$ cat src/rtl/pipe_buffer_if.sv
// Valid/ready handshake bundle for pipe_buffer: producer side (in_*) and consumer side (out_*).
// slave is the buffer's view; master is the surrounding pipeline's view.
interface pipe_buffer_if #(
  parameter int WIDTH = 64
);
  logic             in_valid;
  logic [WIDTH-1:0] in_data;
  logic             in_ready;
  logic             out_valid;
  logic [WIDTH-1:0] out_data;
  logic             out_ready;

  modport slave (
    input  in_valid, in_data, out_ready,
    output in_ready, out_valid, out_data
  );

  modport master (
    output in_valid, in_data, out_ready,
    input  in_ready, out_valid, out_data
  );
endinterface

$ cat src/rtl/pipe_buffer.sv
// Elastic DEPTH-entry circular buffer between pipeline stages, with flush and occupancy flags.
// Optional zero-latency bypass when empty is enabled by defining PIPE_BUFFER_BYPASS_EN.
module pipe_buffer #(
  parameter int WIDTH = 64,
  parameter int DEPTH = 2,
  localparam int CW = $clog2(DEPTH + 1)
) (
  input  logic          clk,
  input  logic          reset,
  input  logic          flush,
  pipe_buffer_if.slave  bus,
  output logic [CW-1:0] count,
  output logic          full,
  output logic          empty
);
  localparam int AW = $clog2(DEPTH);

  logic [WIDTH-1:0] mem [DEPTH];
  logic [AW-1:0]    wr_ptr;
  logic [AW-1:0]    rd_ptr;
  logic             byp;
  logic             push;
  logic             pop_store;

  assign full  = (count == CW'(DEPTH));
  assign empty = (count == '0);
  assign bus.in_ready = ~full;

`ifdef PIPE_BUFFER_BYPASS_EN
  assign byp = empty & bus.in_valid & ~flush;
`else
  assign byp = 1'b0;
`endif

  assign bus.out_valid = ~empty | byp;

  always_comb begin
    bus.out_data = '0;
    if (!empty) begin
      bus.out_data = mem[rd_ptr];
    end else if (byp) begin
      bus.out_data = bus.in_data;
    end
  end

  // A bypassed payload taken by the consumer in the same cycle never touches storage.
  assign push      = bus.in_valid & ~full & ~flush & ~(byp & bus.out_ready);
  assign pop_store = ~empty & bus.out_ready & ~flush;

  always_ff @(posedge clk) begin
    if (!reset || flush) begin
      wr_ptr <= '0;
      rd_ptr <= '0;
      count  <= '0;
    end else begin
      if (push) begin
        wr_ptr <= wr_ptr + AW'(1);
      end
      if (pop_store) begin
        rd_ptr <= rd_ptr + AW'(1);
      end
      count <= count + CW'(push) - CW'(pop_store);
    end
  end

  // Payload array is never cleared; valid entries are tracked purely by the pointers.
  always_ff @(posedge clk) begin
    if (reset && push) begin
      mem[wr_ptr] <= bus.in_data;
    end
  end
endmodule

$ cat src/flat_wrapper.sv
// flat-port wrapper written by rule: the top's interface ports become plain ports
module pipe_buffer_flat 
#(
  parameter int WIDTH = 64,
  parameter int DEPTH = 2,
  localparam int CW = $clog2(DEPTH + 1)
)
  (clk, reset, flush, count, full, empty, bus_in_valid, bus_in_data, bus_out_ready, bus_in_ready, bus_out_valid, bus_out_data);
  pipe_buffer_if #(.WIDTH(WIDTH)) bus_i ();
  input  logic clk;
  input  logic reset;
  input  logic flush;
  output logic [CW-1:0] count;
  output logic full;
  output logic empty;
  input wire logic [$bits(bus_i.in_valid)-1:0] bus_in_valid;
  input wire logic [$bits(bus_i.in_data)-1:0] bus_in_data;
  input wire logic [$bits(bus_i.out_ready)-1:0] bus_out_ready;
  output wire logic [$bits(bus_i.in_ready)-1:0] bus_in_ready;
  output wire logic [$bits(bus_i.out_valid)-1:0] bus_out_valid;
  output wire logic [$bits(bus_i.out_data)-1:0] bus_out_data;
  assign bus_i.in_valid = bus_in_valid;
  assign bus_i.in_data = bus_in_data;
  assign bus_i.out_ready = bus_out_ready;
  assign bus_in_ready = bus_i.in_ready;
  assign bus_out_valid = bus_i.out_valid;
  assign bus_out_data = bus_i.out_data;
  pipe_buffer #(.WIDTH(WIDTH), .DEPTH(DEPTH)) u_core (.clk(clk), .reset(reset), .flush(flush), .bus(bus_i), .count(count), .full(full), .empty(empty));
endmodule
$ cat config.mk
export PLATFORM = sky130hd
export DESIGN_NAME = pipe_buffer_flat
export DESIGN_NICKNAME = d
export VERILOG_FILES = /design/src/rtl/pipe_buffer_if.sv /design/src/rtl/pipe_buffer.sv /design/src/flat_wrapper.sv
export SDC_FILE = /design/constraint.sdc
export NUM_CORES = 1
export LEC_CHECK = 0
export BUFFER_PORTS_ARGS = -buffer_cell sky130_fd_sc_hd__buf_2
export CAP_MARGIN = 10
export CORE_MARGIN = 5
export CORE_UTILIZATION = 56
export CTS_CLUSTER_DIAMETER = 50
export DETAILED_ROUTE_END_ITERATION = 12
export PLACE_DENSITY = 0.91
export SYNTH_ARGS = -nofsm -noshare
export SYNTH_HDL_FRONTEND = slang
export SYNTH_SLANG_ARGS = --single-unit
$ cat constraint.sdc
create_clock -name clk -period 21.1 [get_ports clk]
set_input_delay 6.33 -clock clk [delete_from_list [all_inputs] [get_ports clk]]
set_output_delay 6.33 -clock clk [all_outputs]
set_load 0.005 [all_outputs]
# After elaboration in Yosys (flattened, before gate mapping)
# Memories as Yosys holds them, arrays and structs flattened. A register that Yosys moved wholly into a read port is not among the register bits.
# Cells that the tools add are included.
[totals]
ff_bits = 4
latchBits = 0
ram_bits = 128
rom_bits = 0
inputBits = 69
out_inout_bits = 70
elab_cells = 25
n_memories = 1
[memory_table]
columns = ["name", "words", "word_bits", "read_ports", "rd_ports_with_merged_regs", "write_ports", "line", "source"]
rows = [
  ["u_core.mem", 2, 64, 1, 1, 1, "pipe_buffer.sv:18", "logic [WIDTH-1:0] mem [DEPTH];"],
]
[classes]
addsub = 4
multipliers = 0
div_mod_pow = 0
order_cmp = 0
n_eq_ne = 1
n_shift = 0
muxes = 5
n_bitwise = 7
reduce_logical = 4
[ops]
columns = ["op", "n"]
rows = [
  ["$mux W64", 1],
  ["$and A1 B1 Y1", 4],
  ["$mux W1", 4],
  ["$not A1 Y1", 3],
  ["$add A1 B1 Y1 const B", 2],
  ["$add A2 B1 Y2", 1],
  ["$eq A2 B2 Y1 const B", 1],
  ["$logic_not A2 Y1", 1],
  ["$sub A2 B1 Y2", 1],
  ["$logic_and A1 B1 Y1", 1],
  ["$logic_not A1 Y1", 1],
  ["$logic_or A1 B1 Y1", 1],
]

# Depth between registers and ports, before layout
[depth]
depth_word = 7
depth_mapped = 8
ltp_nobuf = 8

# Worst setup path before layout
# OpenSTA, ideal clock, no wires.
[synth_path]
path_kind = "input to register"
startpoint = "input flush"
endpoint = "memory u_core.mem[0][0] (enable)"
setup_time_ns = 0.565
t_arrival_ns = 10.888
t_required_ns = 20.535
setup_slack_ns = 9.647
cell_stages = 2
n_path_buf = 0
cell_sequence = "nand2b_1 > nor3_1"
[synth_via]
elab_chain_cells = 5
[synth_rtl]
columns = ["item", "line", "source"]
rows = [
  ["from (decl)", "flat_wrapper.sv:12", "input logic flush;"],
  ["$not A1 Y1", "pipe_buffer.sv:47", "assign push = bus.in_valid & ~full & ~flush & ~(byp & bus.out_ready);"],
  ["$and A1 B1 Y1", "pipe_buffer.sv:47", ""],
  ["$logic_and A1 B1 Y1", "pipe_buffer.sv:68", "if (reset && push) begin"],
  ["$mux W1", "pipe_buffer.sv:68", ""],
  ["$mux W1 (implied by the code)", "pipe_buffer.sv:69", "mem[wr_ptr] <= bus.in_data;"],
  ["to (decl)", "pipe_buffer.sv:18", ""],
]
# No other way between the ends.

# Final worst setup path
[layout_path]
startpoint = "register u_core.count[1]"
endpoint = "output bus_out_data[25]"
[layout_via]
elab_chain_cells = 2
[layout_rtl]
columns = ["item", "line", "source"]
rows = [
  ["from (decl)", "pipe_buffer.sv:12", "output logic [CW-1:0] count,"],
  ["from (signal assigned)", "pipe_buffer.sv:62", "count <= count + CW'(push) - CW'(pop_store);"],
  ["$logic_not A2 Y1", "pipe_buffer.sv:26", "assign empty = (count == '0);"],
  ["$mux W64", "pipe_buffer.sv:39", "if (!empty) begin"],
  ["to (decl)", "flat_wrapper.sv:21", "output wire logic [$bits(bus_i.out_data)-1:0] bus_out_data;"],
]
# No other way between the ends.

==> metrics.yaml <==
crit_required_ps: 14770
grt_pass1_wl_um: 15600
worst_slack_ps: 12540
avgSynthCellArea_um2: 16.9
numCtsBuffers: 17
max_cap_viol_count: 0
finalHoldViolCount: 0
cts.repair.resized: 0
worstSetupPathType: "reg -> out"
rr_endpoint: "u_core.count[1]$_SDFF_PP0_"
cp-start-kind: "flip-flop"
vias: 2938
tightest_slew_ps: 1090
crit_start: "u_core.count[1]$_SDFF_PP0_"
synth.area.top_cells: "edfxtp_1, mux2i_1, nor2_1"
clk_pin_slew_ps: 60
cts_tree: "done"
rows: 34
ys_warn_count: 0
via_per_inst: 5.15
end_kind: "output port"
initial_core_util: 0.580
h-tree-depth: 4
leakagePower_nw: 2.48
synth-seq-cells: 133
worst_ir_drop_vdd_uv: 56.6
die_y_um: 106
ys_types: 23
cp.arrival_ps: 2230
wl_per_cell_um: 16.8
placed_cells: 539
dr.pass1.iters: 4
r2r_setup_slack_ps: 19270
cts.path.max_buffers: 2
drc: 0
cts.sink_count: 133
clock_latency_ps: 490
port_buffers: 138
outcome: "finished, final reports clean"
r2r_start: "u_core.count[1]$_SDFF_PP0_"
fin_nets: 521
slew_viol_final: 0
post-place-ws_ps: 13020
synth_top_area_cell: "edfxtp_1"
globalplace.congestion: 0.717
post_cts_buffers: 0
cp-endpoint: "bus_out_data[25]"
fin_cells: 570
drt_wl_total_um: 9600
io_pins: 139
dp_hpwl_um: 6200
n_antenna_cell: 0
cts_root_buf: "clkbuf_8"
drive_gt1_frac: 0.379
netlist.area_leader.share: 0.752
reg2reg_depth: 8
drt_iter0_markers: 137
coreArea_um2: 8810
period_share: 0.406
grt_pass1_vias: 3159
relSlewSlack: 0.270
power_density_nw_per_um2: 98.5
antenna_found_initial: 1
syn_nets: 374
areaGrowthSynthToFinish_pct: 27.3
ctsHoldBuffers: 0
postSynthCellCount: 303
fin_tns_setup_ps: 0
grt_max_degree: 66
grt_use_total: 0.180
ys_seq_area_frac: 0.772
max_freq_ghz: 0.117
setup_violations: 0
worstHoldPathType: "reg -> reg"
die_w_um: 106
worstPathMaxFanout: 65
ant_nets: 0
grt_overflow: 0
fin_skew_ps: 9.29
rsz0062_at_grt: "no"
dieArea_um2: 11100
syn-cell-area_um2: 5110
min_period_ps: 8560
[kinds of logic after synthesis]
family                     Yosys count  share of synthesized area
muxes                               64                      0.125
buffers and inverters               19                     0.0282
DFF                                133                      0.772
AOI/OAI and AO/OA                    3                    0.00343
adders and majority gates            2                    0.00490
and+or+nand+nor                     80                     0.0627
xor gates and xnor gates             2                    0.00343
[worst min path at each step]
stage	end	slack, ps	cells past startpoint	startpoint
after floorplan	flip-flop	470	2	u_core.rd_ptr$_SDFFE_PP0P_
after global placement	u_core.count[1]$_SDFF_PP0_	480	2	u_core.count[1]$_SDFF_PP0_
after detailed placement	flip-flop	490	2	u_core.rd_ptr$_SDFFE_PP0P_
after CTS	u_core.rd_ptr$_SDFFE_PP0P_	510	2	u_core.rd_ptr$_SDFFE_PP0P_
after global routing	u_core.count[1]$_SDFF_PP0_	550	2	u_core.count[1]$_SDFF_PP0_
final	u_core.rd_ptr$_SDFFE_PP0P_	510	2	u_core.rd_ptr$_SDFFE_PP0P_
[layer usage]
layer / up-vias / global-route usage / share of wire
met5: - / 0 / 0.0014
met4: 2 / 0.0638 / 0.010
met3: 11 / 0.0642 / 0.083
met2: 117 / 0.303 / 0.52
met1: 1402 / 0.217 / 0.39
li1: 1406 / - / -
[registers in the layout (all words and copies together), names as in the netlist, named ones only]
name	cells
u_core.rd_ptr	1
u_core.wr_ptr	1
u_core.count	2
u_core.mem	128
[synth_stat cells]
cell type    n
nor2b_1      1
xor2_1       1
o21ai_0      1
nand2_1      2
nor2_1      68
or3_1        1
and2_1       1
nand2b_1     2
mux2i_1     64
edfxtp_1   128
or2_1        1
xnor2_1      1
buf_2        1
buf_6        6
a21oi_1      1
dfxtp_1      5
a21o_1       1
inv_1        4
nor3_1       2
nand3_1      2
ha_1         2
buf_4        7
inv_2        1
[stage by stage]
stage | area [um^2] | utilization | hold WS, ps | power, W
4_1_cts | 6500 | 0.738 | 510 | 0.000646
2_1_floorplan | 5110 | - | 472 | 0.000315
3_5_place_dp | 5850 | 0.665 | 488 | 0.000329
3_3_place_gp | 5850 | 0.665 | 481 | 0.000327
5_1_grt | 6500 | 0.738 | 554 | 0.000660
6_report | 6500 | 0.738 | 507 | 0.000640
[area by class of cell]
cell class | count | area, um^2
Clock buffer | 17 | 414
Clock inverter | 14 | 234
Fill cell | 557 | 2300
Inverter | 5 | 18.8
Multi-Input combinational cell | 151 | 1030
Sequential cell | 133 | 3950
Tap cell | 108 | 135
Timing Repair Buffer | 142 | 721
[power breakdown]
| group | leakage (nW) | switching, W | total [W] | internal, W |
|---|---|---|---|---|
| registers | 1.20 | 0.00000229 | 0.000297 | 0.000295 |
| logic | 0.968 | 0.0000140 | 0.0000256 | 0.0000116 |
| clock network | 0.309 | 0.000103 | 0.000317 | 0.000214 |
| total | 2.48 | 0.000119 | 0.000640 | 0.000521 |
[cells in the final DEF (no fill, tap or decap), drive strengths merged]
master and instances:
clkinv 6, clkinvlp 2, nor2b 1, ha 2, dfxtp 5, or2 1
nor2 68, bufinv 6, nand2 2, a21o 1, buf 142, xnor2 1
a21oi 1, inv 5, and2 1, xor2 1, nor3 2, or3 1
nand2b 2, o21ai 1, mux2i 64, nand3 2, clkbuf 17, edfxtp 128
[worst max-delay path: stages, from the launching register on]
cell,delay (ps)
dfxtp_1,340
or2_1,260
inv_2,770
nor2_1,160
buf_2,180
Power figures use the tool's default switching activity.
